$ cat src/rtl/transmision_dac_pkg.sv
// Shared definitions for the DAC121S101-style serial transmitter: frame geometry,
// power-down codes, FSM encoding and the frame builder.
package transmision_dac_pkg;

    localparam int FRAME_W   = 16;
    localparam int DATA_W    = 12;
    localparam int BIT_CNT_W = 4;

    localparam logic [1:0] PD_NORMAL = 2'b00;
    localparam logic [1:0] PD_1K     = 2'b01;
    localparam logic [1:0] PD_100K   = 2'b10;
    localparam logic [1:0] PD_HIZ    = 2'b11;

    typedef enum logic [1:0] {
        IDLE     = 2'd0,
        CARGA    = 2'd1,
        DESPLAZA = 2'd2,
        ESPERA   = 2'd3
    } estado_t;

    // Two don't-care bits, then the power-down code, then the sample; MSB goes out first.
    function automatic logic [FRAME_W-1:0] arma_trama(input logic [1:0] pd,
                                                      input logic [DATA_W-1:0] dato);
        return {2'b00, pd, dato};
    endfunction

endpackage

$ cat src/rtl/transmision_dac_if.sv
// Sample-source / DAC-pin bundle for the transmitter; master = sample source, slave = transmitter.
interface transmision_dac_if;
    import transmision_dac_pkg::*;

    logic [DATA_W-1:0] dato;
    logic              inicio;
    logic              data_out;
    logic              sclk;
    logic              cs;
    logic              busy;
    logic              listo;

    modport master (output dato, inicio,
                    input  data_out, sclk, cs, busy, listo);

    modport slave  (input  dato, inicio,
                    output data_out, sclk, cs, busy, listo);

endinterface

$ cat src/rtl/transmision_dac_generador_sclk.sv
// SCLK generator: half-period counter that toggles SCLK every DIV enabled cycles and
// flags the cycle before each falling/rising SCLK edge. SCLK parks high when disabled.
module transmision_dac_generador_sclk #(
    parameter int DIV = 4
) (
    input  logic clk,
    input  logic rst,
    input  logic en,
    output logic sclk,
    output logic flanco_bajada,
    output logic flanco_subida
);

    localparam int               CNT_W   = (DIV > 1) ? $clog2(DIV) : 1;
    localparam logic [CNT_W-1:0] CNT_MAX = CNT_W'(DIV - 1);

    logic [CNT_W-1:0] cnt_reg;
    logic             sclk_reg;
    logic             wrap;

    assign wrap = en && (cnt_reg == CNT_MAX);

    always_ff @(posedge clk or posedge rst) begin
        if (rst) begin
            cnt_reg  <= '0;
            sclk_reg <= 1'b1;
        end else if (!en) begin
            cnt_reg  <= '0;
            sclk_reg <= 1'b1;
        end else if (wrap) begin
            cnt_reg  <= '0;
            sclk_reg <= ~sclk_reg;
        end else begin
            cnt_reg  <= cnt_reg + 1'b1;
        end
    end

    assign sclk          = sclk_reg;
    assign flanco_bajada = wrap && sclk_reg;
    assign flanco_subida = wrap && !sclk_reg;

endmodule

$ cat src/rtl/transmision_dac.sv
// Serial DAC transmitter: latches a 12-bit sample on Inicio, shifts a 16-bit frame out
// MSB-first under active-low CS, holds CS high for the SYNC gap, then pulses Listo.
module transmision_dac
    import transmision_dac_pkg::*;
#(
    parameter int         DIV     = 4,
    parameter logic [1:0] PD_MODE = PD_NORMAL
) (
    input  logic              clk,
    input  logic              rst,
    transmision_dac_if.slave  bus
);

    localparam int              ESPERA_CICLOS = 2 * DIV;
    localparam int              ESP_W         = $clog2(ESPERA_CICLOS);
    localparam logic [ESP_W-1:0] ESP_MAX      = ESP_W'(ESPERA_CICLOS - 1);

    estado_t              estado_reg;
    estado_t              estado_next;
    logic [FRAME_W-1:0]   trama_reg;
    logic [BIT_CNT_W-1:0] bit_cnt_reg;
    logic [ESP_W-1:0]     espera_cnt_reg;
    logic                 listo_reg;

    logic sclk_en;
    logic sclk;
    logic flanco_bajada;
    logic flanco_subida;
    logic ultimo_flanco;
    logic espera_fin;
    logic unused_flanco_bajada;

    transmision_dac_generador_sclk #(.DIV(DIV)) u_generador_sclk (
        .clk           (clk),
        .rst           (rst),
        .en            (sclk_en),
        .sclk          (sclk),
        .flanco_bajada (flanco_bajada),
        .flanco_subida (flanco_subida)
    );

    // Data only moves on rising SCLK edges, so the falling strobe has no consumer here.
    assign unused_flanco_bajada = flanco_bajada;

    assign ultimo_flanco = flanco_subida && (bit_cnt_reg == '0);
    assign espera_fin    = (espera_cnt_reg == ESP_MAX);

    always_ff @(posedge clk or posedge rst) begin
        if (rst) begin
            estado_reg <= IDLE;
        end else begin
            estado_reg <= estado_next;
        end
    end

    always_comb begin
        estado_next = estado_reg;
        case (estado_reg)
            IDLE:     if (bus.inicio)    estado_next = CARGA;
            CARGA:                       estado_next = DESPLAZA;
            DESPLAZA: if (ultimo_flanco) estado_next = ESPERA;
            ESPERA:   if (espera_fin)    estado_next = IDLE;
            default:                     estado_next = IDLE;
        endcase
    end

    // Busy stays up through the Listo cycle even though the FSM is already back in IDLE.
    always_comb begin
        bus.cs       = 1'b1;
        bus.data_out = 1'b0;
        bus.busy     = listo_reg;
        sclk_en      = 1'b0;
        case (estado_reg)
            CARGA: begin
                bus.busy = 1'b1;
            end
            DESPLAZA: begin
                bus.cs       = 1'b0;
                bus.data_out = trama_reg[FRAME_W-1];
                bus.busy     = 1'b1;
                sclk_en      = 1'b1;
            end
            ESPERA: begin
                bus.busy = 1'b1;
            end
            default: ;
        endcase
    end

    assign bus.sclk  = sclk;
    assign bus.listo = listo_reg;

    always_ff @(posedge clk or posedge rst) begin
        if (rst) begin
            trama_reg      <= '0;
            bit_cnt_reg    <= '0;
            espera_cnt_reg <= '0;
            listo_reg      <= 1'b0;
        end else begin
            listo_reg      <= (estado_reg == ESPERA) && espera_fin;
            espera_cnt_reg <= (estado_reg == ESPERA) ? espera_cnt_reg + 1'b1 : '0;
            case (estado_reg)
                IDLE: begin
                    if (bus.inicio) trama_reg <= arma_trama(PD_MODE, bus.dato);
                end
                CARGA: begin
                    bit_cnt_reg <= BIT_CNT_W'(FRAME_W - 1);
                end
                DESPLAZA: begin
                    if (flanco_subida && (bit_cnt_reg != '0)) begin
                        trama_reg   <= trama_reg << 1;
                        bit_cnt_reg <= bit_cnt_reg - 1'b1;
                    end
                end
                default: ;
            endcase
        end
    end

endmodule

$ cat src/flat_wrapper.sv
// flat-port wrapper written by rule: the top's interface ports become plain ports
module transmision_dac_flat import transmision_dac_pkg::*;
#(
    parameter int         DIV     = 4,
    parameter logic [1:0] PD_MODE = PD_NORMAL
)
  (clk, rst, bus_dato, bus_inicio, bus_data_out, bus_sclk, bus_cs, bus_busy, bus_listo);
  transmision_dac_if bus_i ();
  input  logic clk;
  input  logic rst;
  input wire logic [$bits(bus_i.dato)-1:0] bus_dato;
  input wire logic [$bits(bus_i.inicio)-1:0] bus_inicio;
  output wire logic [$bits(bus_i.data_out)-1:0] bus_data_out;
  output wire logic [$bits(bus_i.sclk)-1:0] bus_sclk;
  output wire logic [$bits(bus_i.cs)-1:0] bus_cs;
  output wire logic [$bits(bus_i.busy)-1:0] bus_busy;
  output wire logic [$bits(bus_i.listo)-1:0] bus_listo;
  assign bus_i.dato = bus_dato;
  assign bus_i.inicio = bus_inicio;
  assign bus_data_out = bus_i.data_out;
  assign bus_sclk = bus_i.sclk;
  assign bus_cs = bus_i.cs;
  assign bus_busy = bus_i.busy;
  assign bus_listo = bus_i.listo;
  transmision_dac #(.DIV(DIV), .PD_MODE(PD_MODE)) u_core (.clk(clk), .rst(rst), .bus(bus_i));
endmodule
$ cat config.mk
export PLATFORM = sky130hd
export DESIGN_NAME = transmision_dac_flat
export DESIGN_NICKNAME = d
export VERILOG_FILES = /design/src/rtl/transmision_dac_pkg.sv /design/src/rtl/transmision_dac_if.sv /design/src/rtl/transmision_dac_generador_sclk.sv /design/src/rtl/transmision_dac.sv /design/src/flat_wrapper.sv
export SDC_FILE = /design/constraint.sdc
export NUM_CORES = 1
export LEC_CHECK = 0
export ABC_AREA = 1
export BUFFER_PORTS_ARGS = -buffer_cell sky130_fd_sc_hd__buf_2
export CORE_ASPECT_RATIO = 0.6
export CORE_MARGIN = 4
export CORE_UTILIZATION = 48
export CTS_BUF_LIST = sky130_fd_sc_hd__clkbuf_8
export CTS_CLUSTER_DIAMETER = 30
export DETAILED_ROUTE_END_ITERATION = 6
export GPL_TIMING_DRIVEN = 0
export PLACE_DENSITY = 0.8
export SETUP_SLACK_MARGIN = 0.02
export SLEW_MARGIN = 30
export SYNTH_ARGS = -nofsm -noshare
export SYNTH_HDL_FRONTEND = slang
export SYNTH_SLANG_ARGS = --single-unit
$ cat constraint.sdc
create_clock -name clk -period 1.55 [get_ports clk]
set_clock_uncertainty 0.05 [all_clocks]
set_input_delay 0.155 -clock clk [delete_from_list [all_inputs] [get_ports clk]]
set_output_delay 0.155 -clock clk [all_outputs]
set_load 0.05 [all_outputs]
==> impl_metrics.csv, run 1 <==
group,metric,value,unit
synth,yosys.area.top_type,"dfrtp_1",
floorplanning,rows,15,
clock_network,ctsHtreeMaxLevel,2,
synth,syn_area_per_cell,7.65,um2
final_layout,multi_input_area,800,um2
setup_path,r2r_setup_slack,0.03,ns
timing,rsz0062_at_grt,"true",
final_layout,area_growth,29.2,%
setup_path,path_delay_family,"buffers and inverters",
synth,syn-cell-area,0.00157,mm2
timing,drv_slew,0,
setup_path,critPathKind,"flip-flop to output pin",
power_and_ir_drop,power.leakage,1.18,nW
synth,syn-num-nets,229,
power_and_ir_drop,peakVddDrop,0.000818,V
final_layout,design_area,0.00203,mm2
setup_path,r2r_start,"u_core.estado_reg[1]",
global_routing,grt_pass1_vias,1223,
clock_network,clock-sinks,29,
setup_path,crit_chain,"inv_2 -> ha_4 -> buf_6 -> nand2_2 -> inv_2 -> buf_8",
clock_network,clk_latency,0.28,ns
worst_hold_path,hold_path.class,"input pin to flip-flop",
floorplanning,core_area,0.00300,mm2
placement,port_buffers,19,
clock_network,cts_root_buf,"clkbuf_8",
route,antenna_left,0,
setup_path,cpPeakStageDelay,0.40,ns
timing,hold_viol_final,0,
synth,synth-seq-cells,29,
timing,worst_pin_slew,0.599,ns
synth,synth-edff-count,0,
clock_network,cts_tree,"done",
floorplanning,dieArea,0.00427,mm2
clock_network,cts_buffer_depth,2,
setup_path,crit_slowest_cell,"dfrtp_1",
global_routing,antenna_found_initial,0,
floorplanning,start_util,0.522,
synth,yosysSeqAreaShare,0.464,
setup_path,worstSetupStartpointType,"flip-flop",
setup_path,crit_end,"bus_data_out",
timing,fin_crit,1.53,ns
setup_path,r2r_end,"u_core.trama_reg[1]",
route,wl_per_cell,12.0,um
placement,dp_hpwl,2.12,mm
placement,place_congestion,0.811,
final_layout,regArea,728,um2
timing,fin_crit_sh,0.987,
timing,fin_ws,0.0197,ns
synth,yosysTopAreaCellShare,0.447,
setup_path,critPathLaunch,"u_core.estado_reg[0]",
floorplanning,num_io_pins,20,
clock_network,cts_made_buffers,5,
synth,synthFlopType,"dfrtp_1",
setup_path,worstPathRequired,1.34,ns
synth,synth_cell_types,18,
floorplanning,chipHeight,52.3,um
setup_path,path_common_cell,"inv_2",
global_routing,grt_util_all_layers,0.178,
final_layout,largest_reg_flops,16,
route,avgViaCountPerCell,4.71,
synth,yosysMostFrequentCell,"nand2_1",
global_routing,grt_max_degree,30,
route,detail_route.iter0.violations,96,
synth,ys_top_cells_by_area,"dfrtp_1, nand2_1, ha_1",
final_layout,final_nets,267,
synth,synth_async_sr_flop_share,1.00,
setup_path,cp_num_buf_inv,4,
synth,synth_commonest_cells,"nand2_1, dfrtp_1, inv_1",
route,num_vias,1348,
timing,fmax,0.653,GHz
setup_path,crit_fanout,5,
route,drt_wl_total,3.44,mm
final_layout,drive_above_1_share,0.303,
synth,yosys_warnings,0,
worst_hold_path,min_path_cells,5,
setup_path,rr_worst_depth,6,
final_layout,fillers,248,
setup_path,crit_cells,6,
synth,syn_inst,205,
timing,slew_headroom,0.600,
route,drtPass1Iterations,4,
route,drc_errors,0,
floorplanning,die_w,81.8,um
timing,setup_violations,0,
placement,place_area,0.00172,mm2
placement,dpl_worst_slack,-0.102,ns
global_routing,overflow,0,
setup_path,cp_data_arrival_time,1.33,ns
setup_path,worst_setup_path_end_kind,"output pin",
power_and_ir_drop,p_per_area,1930,mW/mm2
clock_network,clk_pin_slew,0.06,ns
flow_run,max_cap_viol_count,0,
timing,hold_slack,0.144,ns
final_layout,final_util,0.675,
global_routing,grt_first_pass_wirelength,5.53,mm
final_layout,n_antenna_cell,0,
run_status,status,"completed",
==> worst reg2reg max path: stages, from the launching register on <==
cell,delay (ns)
dfrtp_2,0.44
inv_1,0.11
ha_2,0.24
nand2_4,0.13
clkbuf_2,0.23
nand3_1,0.16
nand2_2,0.05
==> logic make-up after synthesis <==
logic type | Yosys count | share of synthesized area
AND/OR/NAND/NOR | 135 | 0.373
flip-flops | 29 | 0.464
buffers and inverters | 28 | 0.0790
adder cells (fa/ha/maj) | 9 | 0.0718
AO/OA/AOI/OAI | 4 | 0.0128
==> area by class of cell <==
type | instances | share of cell area
repair buffers | 32 | 0.109
flip-flops and latches | 29 | 0.359
inverters | 21 | 0.0389
multi-input cells | 148 | 0.395
clock buffers | 6 | 0.0408
plain buffers | 6 | 0.0272
well taps | 42 | 0.0259
clock inverters | 2 | 0.00371
==> report_power, final <==
part	internal, mW	switching (mW)
clock network	0.348	0.275
registers	1.03	0.177
logic	0.878	1.20
==> layer usage <==
layer  GRT usage  part of all wire  vias up  routed length [um]
li1            -                 -      695                   -
met5           0                 0        -                   0
met3      0.0619             0.061        6                 208
met4      0.0856             0.018        0                  62
met2       0.241              0.44       37                1530
met1       0.249              0.48      610                1640
==> how the worst min path moves through the flow <==
stage / endpoint / start / slack (ns)
2_1_floorplan: u_core.bit_cnt_reg[0] / rst / 0.18
3_3_place_gp: u_core.u_generador_sclk.cnt_reg[0] / u_core.u_generador_sclk.cnt_reg[0] / 0.37
3_5_place_dp: u_core.trama_reg[5] / rst / 0.21
4_1_cts: u_core.trama_reg[7] / bus_dato[7] / 0.14
5_1_grt: u_core.trama_reg[8] / bus_dato[8] / 0.17
6_report: u_core.trama_reg[7] / bus_dato[7] / 0.14
==> cell usage in the layout (no fill, tap or decap), drive strengths merged <==
cell type	n
o21ai	4
dfrtp	28
or2	1
ha	9
inv	23
nand3	20
nor2	10
nand2	103
clkbuf	7
buf	36
dfstp	1
nand3b	1
dlygate4sd3	1
==> through the flow <==
stage	power (mW)	std cells	setup TNS [ns]
after floorplan	2.39	205	0
after global placement	2.69	266	-0.827
after detailed placement	2.72	266	-0.997
after CTS	3.69	284	-0.0240
after global routing	4.23	286	-0.606
final	3.91	286	0
==> repair_timing <==
action | 4_1_cts | 5_1_grt
gates cloned | 1 | 0
setup buffers | 8 | 3
resized for setup | 21 | 21
hold endpoints to repair | 28 | 0
pin swaps | 3 | 4
endpoints found under the setup margin | 15 | 22
hold buffers | 1 | 0
(Power assumes the default switching activity.)
==> run 2, diff against run 1 <==
Settings changed: SETUP_SLACK_MARGIN 0.02 to 0.4.
==> run 2 against run 1 <==
The run now ends with setup timing left. Global-route usage increased by 2.7 points. Sequential power about the same. Maximum frequency decreased by 6.6%. Core utilization increased by 11 points. Power increased by 25%. Via count increased by 8.3%. Worst hold slack got worse by 0.0038 ns. First-iteration DRC count decreased by 10%. Critical path depth increased by 1. Register-to-register slack got worse by 0.10 ns. Die area unchanged. Highest routed layer unchanged.
==> impl_metrics.csv, run 2 (synthesized netlist as in run 1, its figures left out) <==
group,metric,value,unit
setup_path,cp_data_arrival_time,1.43,ns
setup_path,worst_setup_path_end_kind,"output pin",
clock_network,cts_root_buf,"clkbuf_8",
global_routing,grt_max_degree,30,
setup_path,critPathKind,"flip-flop to output pin",
clock_network,clock-sinks,29,
clock_network,cts_tree,"done",
setup_path,crit_fanout,6,
timing,fin_crit_sh,1.06,
timing,fin_ws,-0.0890,ns
global_routing,grt_first_pass_wirelength,6.42,mm
final_layout,drive_above_1_share,0.441,
route,antenna_left,0,
placement,port_buffers,19,
timing,hold_slack,0.141,ns
timing,hold_viol_final,0,
clock_network,ctsHtreeMaxLevel,2,
timing,fmax,0.610,GHz
clock_network,clk_pin_slew,0.06,ns
final_layout,area_growth,50.0,%
route,avgViaCountPerCell,4.93,
route,drtPass1Iterations,4,
clock_network,cts_buffer_depth,2,
timing,fin_crit,1.64,ns
worst_hold_path,min_path_cells,5,
timing,drv_slew,0,
clock_network,clk_latency,0.28,ns
run_status,failed_checks,"setup timing",
global_routing,grt_pass1_vias,1372,
timing,setup_violations,24,
timing,worst_pin_slew,0.603,ns
floorplanning,start_util,0.522,
setup_path,worstSetupStartpointType,"flip-flop",
final_layout,mostFrequentLayoutCells,"nand2_1, dfrtp_1, nand2_2",
final_layout,fillers,183,
power_and_ir_drop,peakVddDrop,0.00127,V
route,wl_per_cell,14.0,um
global_routing,antenna_found_initial,0,
final_layout,multi_input_area,936,um2
floorplanning,dieArea,0.00427,mm2
final_layout,final_common_cell,"nand2_1",
timing,tns,-1.04,ns
setup_path,worstPathRequired,1.34,ns
setup_path,rr_worst_depth,11,
floorplanning,core_area,0.00300,mm2
final_layout,regArea,727,um2
global_routing,overflow,0,
flow_run,max_cap_viol_count,0,
final_layout,final_nets,277,
floorplanning,rows,15,
power_and_ir_drop,power.leakage,1.28,nW
floorplanning,chipHeight,52.3,um
clock_network,cts_made_buffers,5,
placement,dp_hpwl,2.30,mm
final_layout,n_antenna_cell,0,
power_and_ir_drop,p_per_area,2070,mW/mm2
route,drc_errors,0,
floorplanning,num_io_pins,20,
timing,slew_headroom,0.598,
floorplanning,die_w,81.8,um
timing,rsz0062_at_grt,"true",
route,num_vias,1460,
route,detail_route.iter0.violations,86,
run_status,status,"finished with violations",
route,drt_wl_total,4.14,mm
global_routing,grt_util_all_layers,0.205,
placement,place_congestion,0.779,
worst_hold_path,hold_path.class,"input pin to flip-flop",
final_layout,largest_reg_flops,16,
==> run 2: cell types whose count changed in the layout (fill, tap and decap cells not counted), sizes merged <==
cell	before	now
buf	36	46
clkinvlp	0	2
bufinv	0	1
inv	23	20
==> run 2: area by class of cell <==
class,instances,share of cell area
Multi-Input combinational cell,148,0.398
Inverter,21,0.0351
Clock inverter,2,0.0160
Tap cell,42,0.0223
Clock buffer,6,0.0351
Timing Repair Buffer,41,0.148
Buffer,7,0.0367
Sequential cell,29,0.309
==> run 2: routing by layer <==
layer	vias to the layer above	routed length [um]	track usage
met5	-	0	0
met4	0	28	0.0525
met3	4	241	0.0773
met2	34	1930	0.299
met1	698	1940	0.284
li1	724	-	-
==> run 2: repair_timing <==
| action | 4_1_cts | 5_1_grt |
|---|---|---|
| endpoints found under the hold margin | 28 | 0 |
| pin swaps | 10 | 16 |
| gates resized for setup | 54 | 39 |
| hold buffers | 1 | 0 |
| setup endpoints to repair | 28 | 30 |
| buffers inserted | 13 | 6 |
| cloned | 2 | 0 |
==> run 2: final timing paths <==
path / start / end / slack [ns]
max: u_core.estado_reg[0] / bus_data_out / -0.09
min: bus_dato[0] / u_core.trama_reg[0] / 0.14
max reg2reg: u_core.estado_reg[0] / u_core.trama_reg[5] / -0.07
min reg2reg: u_core.trama_reg[14] / u_core.trama_reg[14] / 0.44
max in group asynchronous: rst / u_core.estado_reg[0] / 0.61
min in group asynchronous: rst / u_core.bit_cnt_reg[3] / 0.43
==> run 2: power by group <==
group	switching (mW)	internal, mW	leakage [nW]
Sequential	0.197	1.02	0.364
Combinational	1.54	1.28	0.855
Clock	0.301	0.522	0.0574
Total	2.04	2.83	1.28
==> run 2: stage by stage <==
step | cell area, um2 | power (mW) | util | std cells | setup WS, ns
2_1_floorplan | 1610 | 2.47 | - | 205 | 0.0735
3_3_place_gp | 1760 | 2.77 | 0.586 | 266 | -0.101
3_5_place_dp | 1760 | 2.83 | 0.586 | 266 | -0.122
4_1_cts | 2170 | 4.38 | 0.724 | 290 | -0.0724
5_1_grt | 2350 | 5.19 | 0.783 | 296 | -0.167
6_report | 2350 | 4.87 | 0.783 | 296 | -0.0890
==> run 2: critical path: stages, from the launching register on <==
cell and delay (ns):
dfrtp_1 0.38, inv_2 0.07, ha_4 0.16, buf_8 0.13, buf_8 0.13, nand2_4 0.06, clkinvlp_4 0.08, buf_8 0.15
==> run 3, diff against run 2 <==
Settings changed: BUFFER_PORTS_ARGS -buffer_cell sky130_fd_sc_hd__buf_2 to -buffer_cell sky130_fd_sc_hd__buf_4, CORE_MARGIN 4 to not set, REMOVE_ABC_BUFFERS set to 1.
==> run 3 against run 2 <==
The run still ends with setup timing left. Register-to-register slack better by 0.05 ns. Largest cell class unchanged. Combinational power hardly changed. Global-route usage is 4.0 points higher. Clock-buffer cell count stayed put. Final area is 1.2% higher.
==> impl_metrics.csv, run 3 (synthesized netlist as in run 1, its figures left out) <==
group,metric,value,unit
setup_path,crit_slowest_cell,"dfrtp_1",
setup_path,crit_fanout,6,
timing,worst_pin_slew,0.610,ns
placement,port_buffers,19,
route,detail_route.iter0.violations,124,
clock_network,clk_pin_slew,0.07,ns
run_status,status,"finished with violations",
clock_network,clock-sinks,29,
floorplanning,num_io_pins,20,
run_status,failed_checks,"setup timing",
power_and_ir_drop,power.leakage,1.31,nW
power_and_ir_drop,p_total,4.85,mW
flow_run,max_cap_viol_count,0,
worst_hold_path,holdCritStartpoint,"bus_dato[5]",
route,avgViaCountPerCell,5.19,
placement,dp_hpwl,1.93,mm
global_routing,antenna_found_initial,0,
clock_network,cts_tree,"done",
floorplanning,core_area,0.00298,mm2
floorplanning,chipHeight,46.3,um
global_routing,grt_util_all_layers,0.245,
global_routing,grt_max_degree,30,
route,drc_errors,0,
global_routing,grt_first_pass_wirelength,5.91,mm
timing,hold_viol_final,0,
final_layout,largest_reg_flops,16,
timing,fin_crit_sh,1.02,
final_layout,mostFrequentLayoutCells,"nand2_1, buf_4, dfrtp_1",
clock_network,cts_made_buffers,5,
setup_path,cp_data_arrival_time,1.38,ns
floorplanning,die_w,75.8,um
setup_path,r2r_start,"u_core.estado_reg[0]",
clock_network,cts_root_buf,"clkbuf_8",
floorplanning,dieArea,0.00351,mm2
setup_path,crit_chain,"inv_2 -> ha_4 -> clkinvlp_4 -> buf_6",
route,drt_wl_total,4.54,mm
timing,rsz0062_at_grt,"true",
timing,slew_headroom,0.593,
placement,place_congestion,0.778,
final_layout,final_nets,283,
timing,hold_slack,0.140,ns
setup_path,worstSetupStartpointType,"flip-flop",
worst_hold_path,hold_path.class,"input pin to flip-flop",
global_routing,grt_pass1_vias,1254,
setup_path,worstPathRequired,1.34,ns
route,wl_per_cell,15.0,um
worst_hold_path,min_path_cells,5,
setup_path,critPathKind,"flip-flop to output pin",
timing,drv_slew,0,
timing,fmax,0.632,GHz
setup_path,r2r_end,"u_core.trama_reg[1]",
clock_network,cts_buffer_depth,2,
route,antenna_left,0,
clock_network,ctsHtreeMaxLevel,2,
setup_path,cpPeakStageDelay,0.40,ns
route,drtPass1Iterations,4,
placement,place_area,0.00172,mm2
final_layout,fillers,159,
floorplanning,rows,15,
setup_path,worst_setup_path_end_kind,"output pin",
timing,fin_ws,-0.0328,ns
timing,fin_crit,1.58,ns
route,num_vias,1566,
timing,setup_violations,8,
setup_path,rr_worst_depth,8,
final_layout,design_area,0.00238,mm2
final_layout,final_common_cell,"nand2_1",
clock_network,clk_latency,0.29,ns
power_and_ir_drop,peakVddDrop,0.00133,V
setup_path,r2r_setup_slack,-0.02,ns
final_layout,area_growth,51.9,%
worst_hold_path,hold_end,"u_core.trama_reg[5]",
final_layout,drive_above_1_share,0.385,
global_routing,overflow,0,
floorplanning,start_util,0.525,
final_layout,n_antenna_cell,0,
power_and_ir_drop,p_per_area,2040,mW/mm2
==> run 3: changes by cell type in the layout (fill, tap and decap cells not counted), moves of 5 or more <==
cell / previous run / this run
buf_2: 15 / 0
buf_4: 12 / 37
buf_8: 10 / 2
nand2_1: 67 / 87
nand2_2: 25 / 6
nand3_1: 17 / 12
nand3_2: 3 / 8
==> run 3: timing repair <==
action,4_1_cts,5_1_grt
setup buffers,17,14
pin swaps,5,17
cloned,1,2
hold buffers,1,0
setup endpoints to repair,29,30
hold endpoints to repair,28,0
resized for setup,27,32
==> run 3: where the power goes <==
part / total [mW] / leakage, nW / internal [mW] / switching (mW)
Combinational: 2.83 / 0.881 / 1.23 / 1.61
Sequential: 1.20 / 0.363 / 1.03 / 0.176
Clock: 0.816 / 0.0626 / 0.517 / 0.299
==> run 3: metrics by stage <==
stage / worst slack (ns) / instances / utilization / setup TNS (ns)
4_1_cts: 0.0384 / 286 / 0.709 / 0
6_report: -0.0328 / 302 / 0.798 / -0.125
5_1_grt: -0.103 / 302 / 0.798 / -1.27
3_3_place_gp: -1.07 / 259 / 0.576 / -23.14
2_1_floorplan: -0.724 / 198 / - / -14.51
3_5_place_dp: -1.12 / 259 / 0.576 / -24.03
==> run 3: per-layer routing <==
| layer | global-route usage | share of wire |
|---|---|---|
| met3 | 0.0853 | 0.085 |
| met2 | 0.386 | 0.46 |
| met1 | 0.322 | 0.44 |
| met4 | 0.0704 | 0.014 |
| met5 | 0 | 0 |
==> run 3: worst max path at each step <==
stage                                     from                   end  slack, ns  depth (start not counted)
after floorplan           u_core.estado_reg[0]   u_core.trama_reg[0]      -0.72                          8
after global placement    u_core.estado_reg[0]  u_core.trama_reg[12]      -1.07                          8
after detailed placement  u_core.estado_reg[0]  u_core.trama_reg[15]      -1.12                          8
after CTS                 u_core.estado_reg[0]                bus_cs       0.04                          4
after global routing      u_core.estado_reg[0]  u_core.trama_reg[10]      -0.10                          8
final                     u_core.estado_reg[0]                bus_cs      -0.03                          4
==> run 3: worst max-delay path, delay by kind of cell (launching register included) <==
family     cells  cell delay, ns
fa+ha+maj      1            0.19
buf+inv        3            0.51
flops          1            0.40
==> run 3: layout make-up <==
class | count | area (um2) | share of cell area
multi-input combinational | 151 | 933 | 0.392
clock inverter | 2 | 33.8 | 0.0142
sequential | 29 | 728 | 0.306
inverter | 21 | 82.6 | 0.0347
clock buffer | 6 | 82.6 | 0.0347
tap | 42 | 52.6 | 0.0221
timing repair buffer | 51 | 468 | 0.197
